### src/rtl/mc_pkg.sv
// mc_pkg: shared encodings for the multicycle controller.
// Holds the FSM state enum, ALUControl codes, data-processing Cmd values,
// instruction Op classes, datapath mux-select codes and the condition-code
// evaluation helper used by the conditional-execution logic.
package mc_pkg;

    typedef enum logic [3:0] {
        S_FETCH    = 4'd0,
        S_DECODE   = 4'd1,
        S_MEMADR   = 4'd2,
        S_MEMREAD  = 4'd3,
        S_MEMWB    = 4'd4,
        S_MEMWRITE = 4'd5,
        S_EXECUTER = 4'd6,
        S_EXECUTEI = 4'd7,
        S_ALUWB    = 4'd8,
        S_BRANCH   = 4'd9
    } state_t;

    // ALUControl codes
    localparam logic [2:0] ALU_ADD = 3'b000;
    localparam logic [2:0] ALU_SUB = 3'b001;
    localparam logic [2:0] ALU_AND = 3'b010;
    localparam logic [2:0] ALU_ORR = 3'b011;
    localparam logic [2:0] ALU_EOR = 3'b100;

    // Data-processing Cmd field (Funct[4:1])
    localparam logic [3:0] CMD_AND = 4'b0000;
    localparam logic [3:0] CMD_EOR = 4'b0001;
    localparam logic [3:0] CMD_SUB = 4'b0010;
    localparam logic [3:0] CMD_ADD = 4'b0100;
    localparam logic [3:0] CMD_CMP = 4'b1010;
    localparam logic [3:0] CMD_ORR = 4'b1100;

    // Instruction classes (Instr[27:26])
    localparam logic [1:0] OP_DP  = 2'b00;
    localparam logic [1:0] OP_MEM = 2'b01;
    localparam logic [1:0] OP_BR  = 2'b10;

    // ALUSrcA selects
    localparam logic [1:0] SRCA_REG    = 2'b00;
    localparam logic [1:0] SRCA_ALUOUT = 2'b01;
    localparam logic [1:0] SRCA_PC     = 2'b10;

    // ALUSrcB selects
    localparam logic [1:0] SRCB_WD   = 2'b00;
    localparam logic [1:0] SRCB_IMM  = 2'b01;
    localparam logic [1:0] SRCB_FOUR = 2'b10;

    // ResultSrc selects
    localparam logic [1:0] RES_ALUOUT    = 2'b00;
    localparam logic [1:0] RES_DATA      = 2'b01;
    localparam logic [1:0] RES_ALURESULT = 2'b10;

    // Evaluate an ARM condition field against flags {N,Z,C,V}; 1111 never executes.
    function automatic logic cond_eval(input logic [3:0] cond, input logic [3:0] flags);
        logic n, z, c, v;
        logic res;
        n = flags[3];
        z = flags[2];
        c = flags[1];
        v = flags[0];
        case (cond)
            4'b0000: res = z;
            4'b0001: res = ~z;
            4'b0010: res = c;
            4'b0011: res = ~c;
            4'b0100: res = n;
            4'b0101: res = ~n;
            4'b0110: res = v;
            4'b0111: res = ~v;
            4'b1000: res = c & ~z;
            4'b1001: res = ~c | z;
            4'b1010: res = ~(n ^ v);
            4'b1011: res = n ^ v;
            4'b1100: res = ~z & ~(n ^ v);
            4'b1101: res = z | (n ^ v);
            4'b1110: res = 1'b1;
            default: res = 1'b0;
        endcase
        return res;
    endfunction

endpackage

### src/rtl/mc_condlogic.sv
// mc_condlogic: conditional-execution unit of the multicycle controller.
// Keeps the NZCV flags register and the CondEx result latched at the end of
// DECODE, and gates the FSM's raw write requests into the final enables.
// Ports:
//   clk, reset       clock, synchronous active-high reset
//   cond             Instr[31:28]
//   aluflags         {N,Z,C,V} from the ALU
//   flagw            {NZ write, CV write} requests from the decoder
//   decode_state     high in DECODE (CondExReg capture)
//   execute_state    high in EXECUTER/EXECUTEI (flag update window)
//   pcs, regw, memw, nextpc   raw requests from the FSM/decoder
//   pcwrite, regwrite, memwrite   gated enables (forced 0 during reset)
module mc_condlogic
    import mc_pkg::*;
(
    input  logic       clk,
    input  logic       reset,
    input  logic [3:0] cond,
    input  logic [3:0] aluflags,
    input  logic [1:0] flagw,
    input  logic       decode_state,
    input  logic       execute_state,
    input  logic       pcs,
    input  logic       regw,
    input  logic       memw,
    input  logic       nextpc,
    output logic       pcwrite,
    output logic       regwrite,
    output logic       memwrite
);

    logic [3:0] flags_r;
    logic       condexreg_r;
    logic       condex_s;

    assign condex_s = cond_eval(cond, flags_r);

    // Flags register and CondExReg; flags written here only become visible to later instructions
    always_ff @(posedge clk) begin
        if (reset) begin
            flags_r     <= 4'b0000;
            condexreg_r <= 1'b0;
        end else begin
            if (decode_state) begin
                condexreg_r <= condex_s;
            end
            if (execute_state && condexreg_r) begin
                if (flagw[1]) begin
                    flags_r[3:2] <= aluflags[3:2];
                end
                if (flagw[0]) begin
                    flags_r[1:0] <= aluflags[1:0];
                end
            end
        end
    end

    // Final write gating; reset suppresses every architectural write strobe
    always_comb begin
        pcwrite  = 1'b0;
        regwrite = 1'b0;
        memwrite = 1'b0;
        if (reset) begin
            pcwrite  = 1'b0;
            regwrite = 1'b0;
            memwrite = 1'b0;
        end else begin
            pcwrite  = nextpc | (pcs & condexreg_r);
            regwrite = regw & condexreg_r;
            memwrite = memw & condexreg_r;
        end
    end

endmodule

### src/rtl/mc_controller.sv
// mc_controller: control unit for the multicycle single-memory ARM-subset CPU.
// Main FSM, instruction/ALU decoders and the conditional-execution unit.
// Ports:
//   clk, reset     clock, synchronous active-high reset
//   Instr          instruction register contents (bits [31:12] used)
//   ALUFlags       {N,Z,C,V} from the ALU
//   PCWrite, MemWrite, RegWrite, IRWrite   datapath write enables
//   AdrSrc, RegSrc, ALUSrcA, ALUSrcB, ResultSrc, ImmSrc   datapath selects
//   ALUControl     ALU operation
// All outputs are combinational from the current state and Instr.
module mc_controller
    import mc_pkg::*;
(
    input  logic        clk,
    input  logic        reset,
    input  logic [31:0] Instr,
    input  logic [3:0]  ALUFlags,
    output logic        PCWrite,
    output logic        MemWrite,
    output logic        RegWrite,
    output logic        IRWrite,
    output logic        AdrSrc,
    output logic [1:0]  RegSrc,
    output logic [1:0]  ALUSrcA,
    output logic [1:0]  ALUSrcB,
    output logic [1:0]  ResultSrc,
    output logic [1:0]  ImmSrc,
    output logic [2:0]  ALUControl
);

    state_t     state_r;
    state_t     next_state_s;
    logic [1:0] op_s;
    logic [5:0] funct_s;
    logic [3:0] cmd_s;
    logic [3:0] rd_s;
    logic       irw_s;
    logic       nextpc_s;
    logic       regw_s;
    logic       memw_s;
    logic       branch_s;
    logic       aluop_s;
    logic       pcs_s;
    logic       is_cmp_s;
    logic       cv_cmd_s;
    logic [2:0] alu_cmd_s;
    logic [1:0] flagw_s;
    logic       unused_instr_bits_s;

    assign op_s    = Instr[27:26];
    assign funct_s = Instr[25:20];
    assign cmd_s   = funct_s[4:1];
    assign rd_s    = Instr[15:12];
    assign ImmSrc  = op_s;
    assign unused_instr_bits_s = ^{Instr[19:16], Instr[11:0]};

    // Register-file read port steering: branches read R15, stores read Rd as data
    assign RegSrc = {(op_s == OP_MEM), (op_s == OP_BR)};

    // State register
    always_ff @(posedge clk) begin
        if (reset) begin
            state_r <= S_FETCH;
        end else begin
            state_r <= next_state_s;
        end
    end

    // Next-state logic
    always_comb begin
        next_state_s = S_FETCH;
        case (state_r)
            S_FETCH: next_state_s = S_DECODE;
            S_DECODE: begin
                case (op_s)
                    OP_MEM:  next_state_s = S_MEMADR;
                    OP_DP:   next_state_s = funct_s[5] ? S_EXECUTEI : S_EXECUTER;
                    OP_BR:   next_state_s = S_BRANCH;
                    default: next_state_s = S_FETCH;
                endcase
            end
            S_MEMADR:   next_state_s = funct_s[0] ? S_MEMREAD : S_MEMWRITE;
            S_MEMREAD:  next_state_s = S_MEMWB;
            S_EXECUTER: next_state_s = S_ALUWB;
            S_EXECUTEI: next_state_s = S_ALUWB;
            default:    next_state_s = S_FETCH;
        endcase
    end

    // Moore outputs per state
    always_comb begin
        irw_s     = 1'b0;
        nextpc_s  = 1'b0;
        regw_s    = 1'b0;
        memw_s    = 1'b0;
        branch_s  = 1'b0;
        aluop_s   = 1'b0;
        AdrSrc    = 1'b0;
        ALUSrcA   = SRCA_REG;
        ALUSrcB   = SRCB_WD;
        ResultSrc = RES_ALUOUT;
        case (state_r)
            S_FETCH: begin
                irw_s     = 1'b1;
                nextpc_s  = 1'b1;
                ALUSrcA   = SRCA_PC;
                ALUSrcB   = SRCB_FOUR;
                ResultSrc = RES_ALURESULT;
            end
            S_DECODE: begin
                ALUSrcA   = SRCA_PC;
                ALUSrcB   = SRCB_FOUR;
                ResultSrc = RES_ALURESULT;
            end
            S_MEMADR: begin
                ALUSrcB = SRCB_IMM;
            end
            S_MEMREAD: begin
                AdrSrc = 1'b1;
            end
            S_MEMWB: begin
                ResultSrc = RES_DATA;
                regw_s    = 1'b1;
            end
            S_MEMWRITE: begin
                AdrSrc = 1'b1;
                memw_s = 1'b1;
            end
            S_EXECUTER: begin
                aluop_s = 1'b1;
            end
            S_EXECUTEI: begin
                ALUSrcB = SRCB_IMM;
                aluop_s = 1'b1;
            end
            S_ALUWB: begin
                regw_s = ~is_cmp_s;
            end
            S_BRANCH: begin
                ALUSrcB   = SRCB_IMM;
                ResultSrc = RES_ALURESULT;
                branch_s  = 1'b1;
            end
            default: begin
                irw_s = 1'b0;
            end
        endcase
    end

    // ALU decoder; unsupported commands fall back to ADD with a normal writeback
    always_comb begin
        alu_cmd_s = ALU_ADD;
        is_cmp_s  = 1'b0;
        cv_cmd_s  = 1'b0;
        case (cmd_s)
            CMD_ADD: begin
                alu_cmd_s = ALU_ADD;
                cv_cmd_s  = 1'b1;
            end
            CMD_SUB: begin
                alu_cmd_s = ALU_SUB;
                cv_cmd_s  = 1'b1;
            end
            CMD_AND: alu_cmd_s = ALU_AND;
            CMD_ORR: alu_cmd_s = ALU_ORR;
            CMD_EOR: alu_cmd_s = ALU_EOR;
            CMD_CMP: begin
                alu_cmd_s = ALU_SUB;
                is_cmp_s  = 1'b1;
                cv_cmd_s  = 1'b1;
            end
            default: alu_cmd_s = ALU_ADD;
        endcase
    end

    // ALUControl only follows the instruction in the execute states
    always_comb begin
        ALUControl = ALU_ADD;
        if (aluop_s) begin
            ALUControl = alu_cmd_s;
        end else begin
            ALUControl = ALU_ADD;
        end
    end

    // CMP always updates all four flags, regardless of its S bit
    assign flagw_s[1] = funct_s[0] | is_cmp_s;
    assign flagw_s[0] = is_cmp_s | (funct_s[0] & cv_cmd_s);

    // Writes to R15 are PC writes
    assign pcs_s   = branch_s | (regw_s & (rd_s == 4'd15));
    assign IRWrite = irw_s & ~reset;

    mc_condlogic u_condlogic (
        .clk           (clk),
        .reset         (reset),
        .cond          (Instr[31:28]),
        .aluflags      (ALUFlags),
        .flagw         (flagw_s),
        .decode_state  (state_r == S_DECODE),
        .execute_state ((state_r == S_EXECUTER) || (state_r == S_EXECUTEI)),
        .pcs           (pcs_s),
        .regw          (regw_s),
        .memw          (memw_s),
        .nextpc        (nextpc_s),
        .pcwrite       (PCWrite),
        .regwrite      (RegWrite),
        .memwrite      (MemWrite)
    );

endmodule

### config.mk
export PLATFORM = sky130hd
export DESIGN_NAME = mc_controller
export DESIGN_NICKNAME = d
export VERILOG_FILES = /design/src/rtl/mc_pkg.sv /design/src/rtl/mc_condlogic.sv /design/src/rtl/mc_controller.sv
export SDC_FILE = /design/constraint.sdc
export NUM_CORES = 1
export LEC_CHECK = 0
export ABC_CLOCK_PERIOD_IN_PS = 1350
export BUFFER_PORTS_ARGS = -buffer_cell sky130_fd_sc_hd__clkbuf_2
export CORE_MARGIN = 4
export CORE_UTILIZATION = 37
export DETAILED_ROUTE_END_ITERATION = 6
export GPL_ROUTABILITY_DRIVEN = 1
export PLACE_DENSITY_LB_ADDON = 0.15
export SLEW_MARGIN = 20
export SYNTH_ARGS = -nofsm -noshare
export SYNTH_HDL_FRONTEND = slang
export SYNTH_SLANG_ARGS = --single-unit
### constraint.sdc
create_clock -name clk -period 1.35 [get_ports clk]
set_input_delay 0.27 -clock clk [delete_from_list [all_inputs] [get_ports clk]]
set_output_delay 0.27 -clock clk [all_outputs]
set_load 0.05 [all_outputs]
Word level (Yosys, flattened, before mapping)
Cells that the tools add are included.
- memory bits (read-only): 0
- bits in registers: 9
- bits in latches: 0
- logic and storage cells: 93
- input port bits: 38
- memories: 0
- memory bits (writable): 0
- equal/unequal tests: 31
- bitwise gates (word level): 22
- shift operators: 0
- muxes and demuxes: 21
- div/mod/pow operators: 0
- multiply operators: 0
- reductions and logical operators: 15
- $lt $le $gt $ge: 0
- add/subtract/negate cells: 0
- operator list (operator ; count):
    4-bit equality test, second input constant ; 12
    4-bit by 3-bit equality test with 1-bit output, second input constant ; 9
    4-bit by 2-bit equality test with 1-bit output, second input constant ; 5
    4-bit case mux with 5 select lines ; 1
    1-bit case mux with 15 select lines ; 1
    4-bit by 1-bit equality test with 1-bit output, second input constant ; 3
    4-bit zero test ; 3
    3-bit case mux with 4 select lines ; 1
    4-bit case mux with 3 select lines ; 1
    1-bit 2-to-1 mux ; 11
    3-bit OR reduction ; 3
    1-bit AND ; 8
    2-bit case mux with 2 select lines ; 2
    2-bit OR reduction ; 4
    1-bit inverter ; 7
    3-bit 2-to-1 mux ; 2
    1-bit bitwise OR ; 6
    2-bit AND reduction ; 2
    2-bit by 1-bit equality test with 1-bit output, second input constant ; 1
    2-bit equality test, second input constant ; 1
    2-bit zero test ; 1
    2-bit 2-to-1 mux ; 1
    1-bit case mux with 2 select lines ; 1
    1-bit logical AND ; 1
    2 further kinds ; 2

Depth between registers and ports, before layout
Gate-level depths: netlist of run 1.
- depth after elaboration: 9
- gate-level depth with buffers: 6

By module
Synthesis of run 1 repeated with hierarchy kept, for this count alone.
- cells, all modules: 125
- area total of the unflattened synthesis: 915.9 µm²
- modules (own cells, without submodules) (module ; area each (µm²) ; cells an instance ; instances):
    mc_controller ; 483.0 ; 69 ; 1
    mc_condlogic ; 432.9 ; 56 ; 1

Worst setup path after synthesis of run 1
No wires, ideal clock.
- kind: reg-to-output
- start point: register state_r[2]
- end point: output port RegWrite
- setup slack: -2177 ps
- arrival time: 3257 ps
- cell stages (with the launch flop): 5
- path buffers: 1
- cells stage by stage: dfxtp_1 -> clkbuf_1 -> nand2b_1 -> nand2b_1 -> a2111oi_0
- word-level cells in the longest chain between the ends: 4
- ends and longest elaborated chain (element ; line ; source):
    from (decl) ; mc_controller.sv:31 ; state_t state_r;
    from (signal assigned) ; mc_controller.sv:65 ; state_r <= next_state_s;
    4-bit equality test or 4-bit by 3-bit equality test with 1-bit output (tied branches) ; mc_controller.sv:102 ; case (state_r)
    1-bit case mux with 2 select lines * ; mc_controller.sv:102 ;
    1-bit AND * ; mc_condlogic.sv:69 ; regwrite = regw & condexreg_r;
    1-bit 2-to-1 mux * ; mc_condlogic.sv:63 ; if (reset) begin
    to (decl) ; mc_controller.sv:20 ; output logic RegWrite,
Mark *: on every way between the ends. The rest lies on a longest branch, timed or not.

Final worst setup path of run 1
Same ends and word-level chain as after synthesis.

==> summary.md, run 1 <==
| Metric | Value |
|---|---|
| Status | finished, violations left |
| Failing checks | negative setup slack |
| Vias in the first global route | 1164 |
| Most frequent cells in the layout | buf_4 (29), clkbuf_2 (23), nor2_1 (13) |
| Die Wd | 54.96 µm |
| Fin util | 0.8626 |
| RSZ-0062 raised after global routing | true |
| Area leader, netlist | dfxtp_1 |
| TritonCTS clock tree | done |
| Final net count | 222 |
| Via count | 1229 |
| PnR worst setup slack | -422.0 ps |
| Crit end category | primary output |
| Maximum vdd ir drop | 0.0005730 V |
| First-pass GRT wire length | 5326 µm |
| Adder-cell share of the synthesized area | 0 |
| Power Density | 632.6 mW/mm² |
| Largest net degree at the start of global routing | 9 |
| # fillers | 104 |
| Clk root buf | clkbuf_4 |
| Critical path fanouts, max | 5 |
| Synth area leaders | dfxtp_1 (22%), nor3_1 (7.4%), nor2_1 (6.9%) |
| Setup Viol. Count Final | 16 |
| WP data required | 1080 ps |
| Leakage | 0.7982 nW |
| Ys async rst share | 0 |
| Syn nets | 150 |
| Startpoint types | flop |
| Data arrival, critical path | 1500 ps |
| Fin crit period | 1772 ps |
| Cell count after synthesis | 112 |
| Worst hold margin | 241.5 ps |
| Die Area | 0.003020 mm² |
| FF+latch count, synth | 9 |
| Hold Vio Cnt, Final | 0 |
| Post-DP Area | 0.001369 mm² |
| DP HPWL | 2217 µm |
| # DRC | 0 |
| Fin. max-slew vios | 0 |
| Synth Area in Simple Gates | 0.3512 |
| Ratio of cells with drive above 1 in the final layout | 0.6393 |
| First-pass iteration count of the detailed router | 4 |
| Commonest non-fill, non-tap cell in the layout | buf_4 |
| Worst Min Path Start | ALUFlags[0] |
| Yosys cell types | 41 |
| Gr busiest metal | met2 |
| Routability Congestion | 0.8081 |
| Hold Path Class | primary input to flop |
| Fmax | 564.3 MHz |
| Final instance area | 0.001744 mm² |
| Height of the die | 54.96 µm |
| Mapped Area | 815.8 µm² |
| Global route total overflow | 0 |
| Worst-path clk slew | 60 ps |
| Skew final | 0.2954 ps |
| Sequential area share after synthesis | 0.2209 |
| Compound-cell area share of the yosys netlist | 0.2071 |
| Post-synth EDFFs | 0 |
| Core box area | 0.002022 mm² |
| Pwr Total | 1.103 mW |
| GR Util met3 | 0.06166 |
| Critical Path Slowest Stage Cell | dfxtp_4 |
| Antenna violations before repair | 0 |
| H-tree lvl count | 1 |
| XOR/XNOR share of the synthesized area | 0.07515 |
| Met2 usage | 0.4508 |
| Max-Cap Viols | 0 |
| CP most frequent cell | nand2b_4 |
| Cell Rows | 16 |
| Reg2reg start | state_r[1]$_SDFF_PP0_ |
| Worst setup path start | state_r[2]$_SDFF_PP0_ |
| Final wirelength | 4075 µm |
| Largest family of logic cells by synthesized area | simple AND/OR/NAND/NOR gates |
| GRT Util Overall | 0.2510 |
| Vias/cell | 5.852 |
| Layout area overhead | 113.8% |
| # diodes | 0 |
| I/O pin cnt | 56 |
| Clk_lat worst skew | 260 ps |
| Fin crit share | 1.313 |
| Met1 Use GR | 0.2757 |
| Initial Utilization | 0.4035 |
| Syn_area_per_cell | 7.284 µm² |
| Cts bufs inserted | 3 |
| CTS Buffer Depth | 2 |
| Synth Flop Type | dfxtp_1 |
| Critical path class | flop to primary output |
| CP Cell Sequence | nand2b_4 > nand2b_4 > a2111oi_4 > clkbuf_8 |
| Synth warn | 0 |
| Antenna Nets Post-Route | 0 |
| Synth top area share | 0.2209 |
| Wire per inst | 19.40 µm |
| I/O Buffers | 38 |
| Starting DRT DRC Count | 75 |
| Clock sink total | 9 |
| Slowest stage delay, CP | 370 ps |
| Mux contribution to synthesized area | 0.06135 |
==> state kept, by name, indices dropped and copies added, names as in the netlist <==
register and cells:
state_r 4, u_condlogic.flags_r 4, u_condlogic.condexreg_r 1
==> final cells by class <==
class | instances | area [µm²] | area share
clock buffers | 4 | 26.28 | 0.01506
inverters | 6 | 22.52 | 0.01291
multi-input cells | 89 | 822.0 | 0.4713
flip-flops and latches | 9 | 191.4 | 0.1098
well taps | 27 | 33.78 | 0.01937
repair buffers | 75 | 648.1 | 0.3716
==> cells by family (layout without fill, tap and decap cells) <==
kind of cell / count (synthesis) / in the layout
multiplexers: 5 / 5
flip-flops: 9 / 9
AO/OA/AOI/OAI: 23 / 23
other: 1 / 1
XOR/XNOR: 7 / 7
AND/OR/NAND/NOR: 53 / 53
buffers and inverters: 14 / 85
==> report_power, final <==
| part | switching (mW) | internal, mW | leakage (nW) |
|---|---|---|---|
| sequential | 0.0209 | 0.275 | 0.0758 |
| clock | 0.0924 | 0.114 | 0.0150 |
| combinational | 0.333 | 0.268 | 0.707 |
==> synthesized netlist by cell type, types with 2 or more instances <==
master     number
o32ai_1         2
clkbuf_1        3
nor3b_1         2
nand2_1         7
nor2b_1         2
a21oi_1         5
nand2b_1        4
dfxtp_1         9
nor3_1         12
a2111oi_0       2
xnor2_1         2
or3_1           2
nor2_1         15
buf_4           3
xor2_1          5
nand3b_1        2
inv_1           6
o31ai_1         2
mux2i_1         5
==> critical path: cells and delay by family (launching register included) <==
kind | cells | cell delay (ps)
AOI/OAI and AO/OA | 1 | 310
buffers and inverters | 1 | 260
DFF | 1 | 370
and+or+nand+nor | 2 | 300
==> metal layers <==
metal,wire (µm),part of all wire,up-vias
met3,358,0.088,26
met1,1456,0.36,575
met4,226,0.055,0
li1,-,-,544
met5,0,0,-
met2,2033,0.50,84
==> metrics by stage <==
step           cells  setup TNS, ps  worst slack (ps)
3_5_place_dp     201          -3243            -452.7
6_report         210          -4478            -422.0
2_1_floorplan    112          -4762            -530.7
4_1_cts          209          -3717            -383.9
3_3_place_gp     201          -3046            -433.6
5_1_grt          210          -5046            -480.9
==> path summary, 6_finish.rpt <==
| path | to | slack [ps] | depth (start not counted) |
|---|---|---|---|
| hold reg to reg | u_condlogic.flags_r[1]$_SDFFE_PP0P_ | 530 | 2 |
| setup reg to reg | u_condlogic.condexreg_r$_SDFFE_PP0P_ | -220 | 6 |
| hold / removal | u_condlogic.flags_r[0]$_SDFFE_PP0P_ | 240 | 3 |
| setup / recovery | RegWrite | -420 | 4 |
==> timing repair <==
item,CTS,global route
hold buffers,0,0
setup endpoints to repair,16,18
setup buffers,4,6
hold endpoints to repair,0,0
pin swaps,9,15
resized for setup,51,31
Note: power is estimated with default switching activity, not from simulation.
==> run 2, diff against run 1 <==
Settings changed: GPL_TIMING_DRIVEN set to 0.
==> run 2 against run 1 <==
The run still ends with negative setup slack left. Final area unchanged. First-iteration DRC count down 25%. Sequential cell count unchanged. Hold slack better by 0.85 ps. Final cell count down 5.2%. Register-to-register slack worse by 40 ps. Setup slack worse by 110 ps. Die area unchanged. Critical path type unchanged. Largest cell class unchanged. Highest routed layer unchanged.
==> summary.md, run 2 (synthesis results as in run 1) <==
| Metric | Value |
|---|---|
| Multi-input logic area | 848.3 µm² (was 822.0 µm²) |
| Global route total overflow | 0 (unchanged) |
| First-pass iteration count of the detailed router | 4 (unchanged) |
| DR WL met3 | 343 µm (was 358 µm) |
| Starting DRT DRC Count | 56 (was 75) |
| Die Area | 0.003020 mm² (unchanged) |
| Ratio of cells with drive above 1 in the final layout | 0.6221 (was 0.6393) |
| H-tree lvl count | 1 (unchanged) |
| Fin crit period | 1882 ps (was 1772 ps) |
| Max Used Layer | met4 (unchanged) |
| RSZ-0062 raised after global routing | true (unchanged) |
| Maximum vdd ir drop | 0.0006273 V (was 0.0005730 V) |
| Vias in the first global route | 1039 (was 1164) |
| Hold Path Class | primary input to flop (unchanged) |
| Crit end category | primary output (unchanged) |
| Antenna violations before repair | 0 (unchanged) |
| Initial Utilization | 0.4035 (unchanged) |
| Max-Cap Viols | 0 (unchanged) |
| Final net count | 211 (was 222) |
| Antenna Nets Post-Route | 0 (unchanged) |
| Critical path class | flop to primary output (unchanged) |
| Met2 WL | 2006 µm (was 2033 µm) |
| Cts bufs inserted | 3 (unchanged) |
| Worst-path clk slew | 90 ps (was 60 ps) |
| Commonest non-fill, non-tap cell in the layout | clkbuf_2 (was buf_4) |
| WP data required | 1080 ps (about the same) |
| Routability Congestion | 0.8230 (was 0.8081) |
| Via count | 1172 (was 1229) |
| Largest net degree at the start of global routing | 9 (unchanged) |
| I/O Buffers | 37 (was 38) |
| Cell Rows | 16 (unchanged) |
| Data arrival, critical path | 1610 ps (was 1500 ps) |
| # diodes | 0 (unchanged) |
| # fillers | 94 (was 104) |
| Failing checks | negative setup slack (unchanged) |
| I/O pin cnt | 56 (unchanged) |
| Critical path fanouts, max | 3 (was 5) |
| Vias/cell | 5.889 (was 5.852) |
| Setup Viol. Count Final | 16 (unchanged) |
| Clk root buf | clkbuf_4 (unchanged) |
| Hold Vio Cnt, Final | 0 (unchanged) |
| Reg2Reg Setup Slack | -260 ps (was -220 ps) |
| Skew final | 18.38 ps (was 0.2954 ps) |
| Status | finished, violations left (unchanged) |
| DP HPWL | 1822 µm (was 2217 µm) |
| Fin crit share | 1.394 (was 1.313) |
| Final wirelength | 4027 µm (was 4075 µm) |
| PnR worst setup slack | -532.3 ps (was -422.0 ps) |
| Power Density | 655.3 mW/mm² (was 632.6 mW/mm²) |
| Final instance area | 0.001744 mm² (unchanged) |
| Startpoint types | flop (unchanged) |
| Register area | 193.9 µm² (was 191.4 µm²) |
| Clock sink total | 9 (unchanged) |
| Clk_lat worst skew | 280 ps (was 260 ps) |
| Wire per inst | 20.24 µm (was 19.40 µm) |
| Core box area | 0.002022 mm² (unchanged) |
| # DRC | 0 (unchanged) |
| Die Wd | 54.96 µm (unchanged) |
| Layout area overhead | 113.8% (unchanged) |
| Fmax | 531.3 MHz (was 564.3 MHz) |
| Top flop regs | state_r (4), u_condlogic.flags_r (4), u_condlogic.condexreg_r (1) (unchanged) |
| Most frequent cells in the layout | clkbuf_2 (21), buf_4 (15), buf_8 (13), nor2_1 (13), nor3_4 (9) (was buf_4 (29), clkbuf_2 (23), nor2_1 (13)) |
| Pwr Total | 1.143 mW (was 1.103 mW) |
| GRT Util Overall | 0.2199 (was 0.2510) |
| CTS Buffer Depth | 2 (unchanged) |
| Leakage | 0.7786 nW (was 0.7982 nW) |
| Post-DP Area | 0.001181 mm² (was 0.001369 mm²) |
| Fin. max-slew vios | 0 (unchanged) |
| Height of the die | 54.96 µm (unchanged) |
| M1 wire length | 1525 µm (was 1456 µm) |
| TritonCTS clock tree | done (unchanged) |
| First-pass GRT wire length | 4705 µm (was 5326 µm) |
-- run 2: changes by cell type in the layout (fill, tap and decap cells not counted), moves of 2 or more --
cell	before	now
buf_8	10	13
inv_2	2	0
buf_6	10	7
clkbuf_2	23	21
buf_4	29	15
nand2_2	2	0
-- run 2: area by class of cell --
| type | instances | area share |
|---|---|---|
| Buffer | 7 | 0.04735 |
| Multi-Input combinational cell | 89 | 0.4864 |
| Clock inverter | 1 | 0.002869 |
| Timing Repair Buffer | 57 | 0.3056 |
| Tap cell | 27 | 0.01937 |
| Inverter | 6 | 0.01435 |
| Clock buffer | 3 | 0.01291 |
| Sequential cell | 9 | 0.1112 |
-- run 2: power by group --
group | total [mW] | internal [mW] | switching (mW)
Combinational | 0.618 | 0.271 | 0.347
Clock | 0.234 | 0.110 | 0.125
Sequential | 0.291 | 0.274 | 0.0170
Total | 1.14 | 0.655 | 0.488
-- run 2: per-layer routing --
layer / up-vias / GRT usage
li1: 525 / -
met1: 557 / 0.2406
met2: 77 / 0.4035
met3: 13 / 0.05362
met4: 0 / 0.08502
met5: - / 0
-- run 2: critical path: stages, from the launching register on --
cell	delay (ps)
dfxtp_4	370
clkbuf_16	140
or3_4	340
nor3_4	200
a21o_4	120
clkbuf_16	150
-- run 2: stage by stage --
| stage | setup WS [ps] | hold WS (ps) | cells | utilization | TNS (ps) |
|---|---|---|---|---|---|
| CTS | -492.4 | 231.5 | 189 | 0.7717 | -4419 |
| floorplan | -530.7 | 335.3 | 112 | - | -4762 |
| global placement | -704.5 | 502.2 | 176 | 0.5842 | -5943 |
| detailed placement | -726.5 | 509.2 | 176 | 0.5842 | -6205 |
| finish | -532.3 | 242.4 | 199 | 0.8626 | -5618 |
| global route | -567.8 | 272.6 | 199 | 0.8626 | -6090 |
-- run 2: path summary, 6_finish.rpt --
kind / cells after the start / to / from
setup / recovery: 5 / PCWrite / state_r[3]$_SDFF_PP0_
hold / removal: 3 / u_condlogic.flags_r[3]$_SDFFE_PP0P_ / ALUFlags[3]
setup reg to reg: 9 / u_condlogic.flags_r[1]$_SDFFE_PP0P_ / state_r[3]$_SDFF_PP0_
hold reg to reg: 2 / u_condlogic.flags_r[3]$_SDFFE_PP0P_ / u_condlogic.flags_r[3]$_SDFFE_PP0P_
-- run 2: repair_timing --
item,CTS,global route
pin swaps,11,16
endpoints found under the hold margin,0,0
gates cloned,0,0
setup endpoints to repair,17,18
hold buffers,0,0
buffers inserted,10,10
resized for setup,67,28
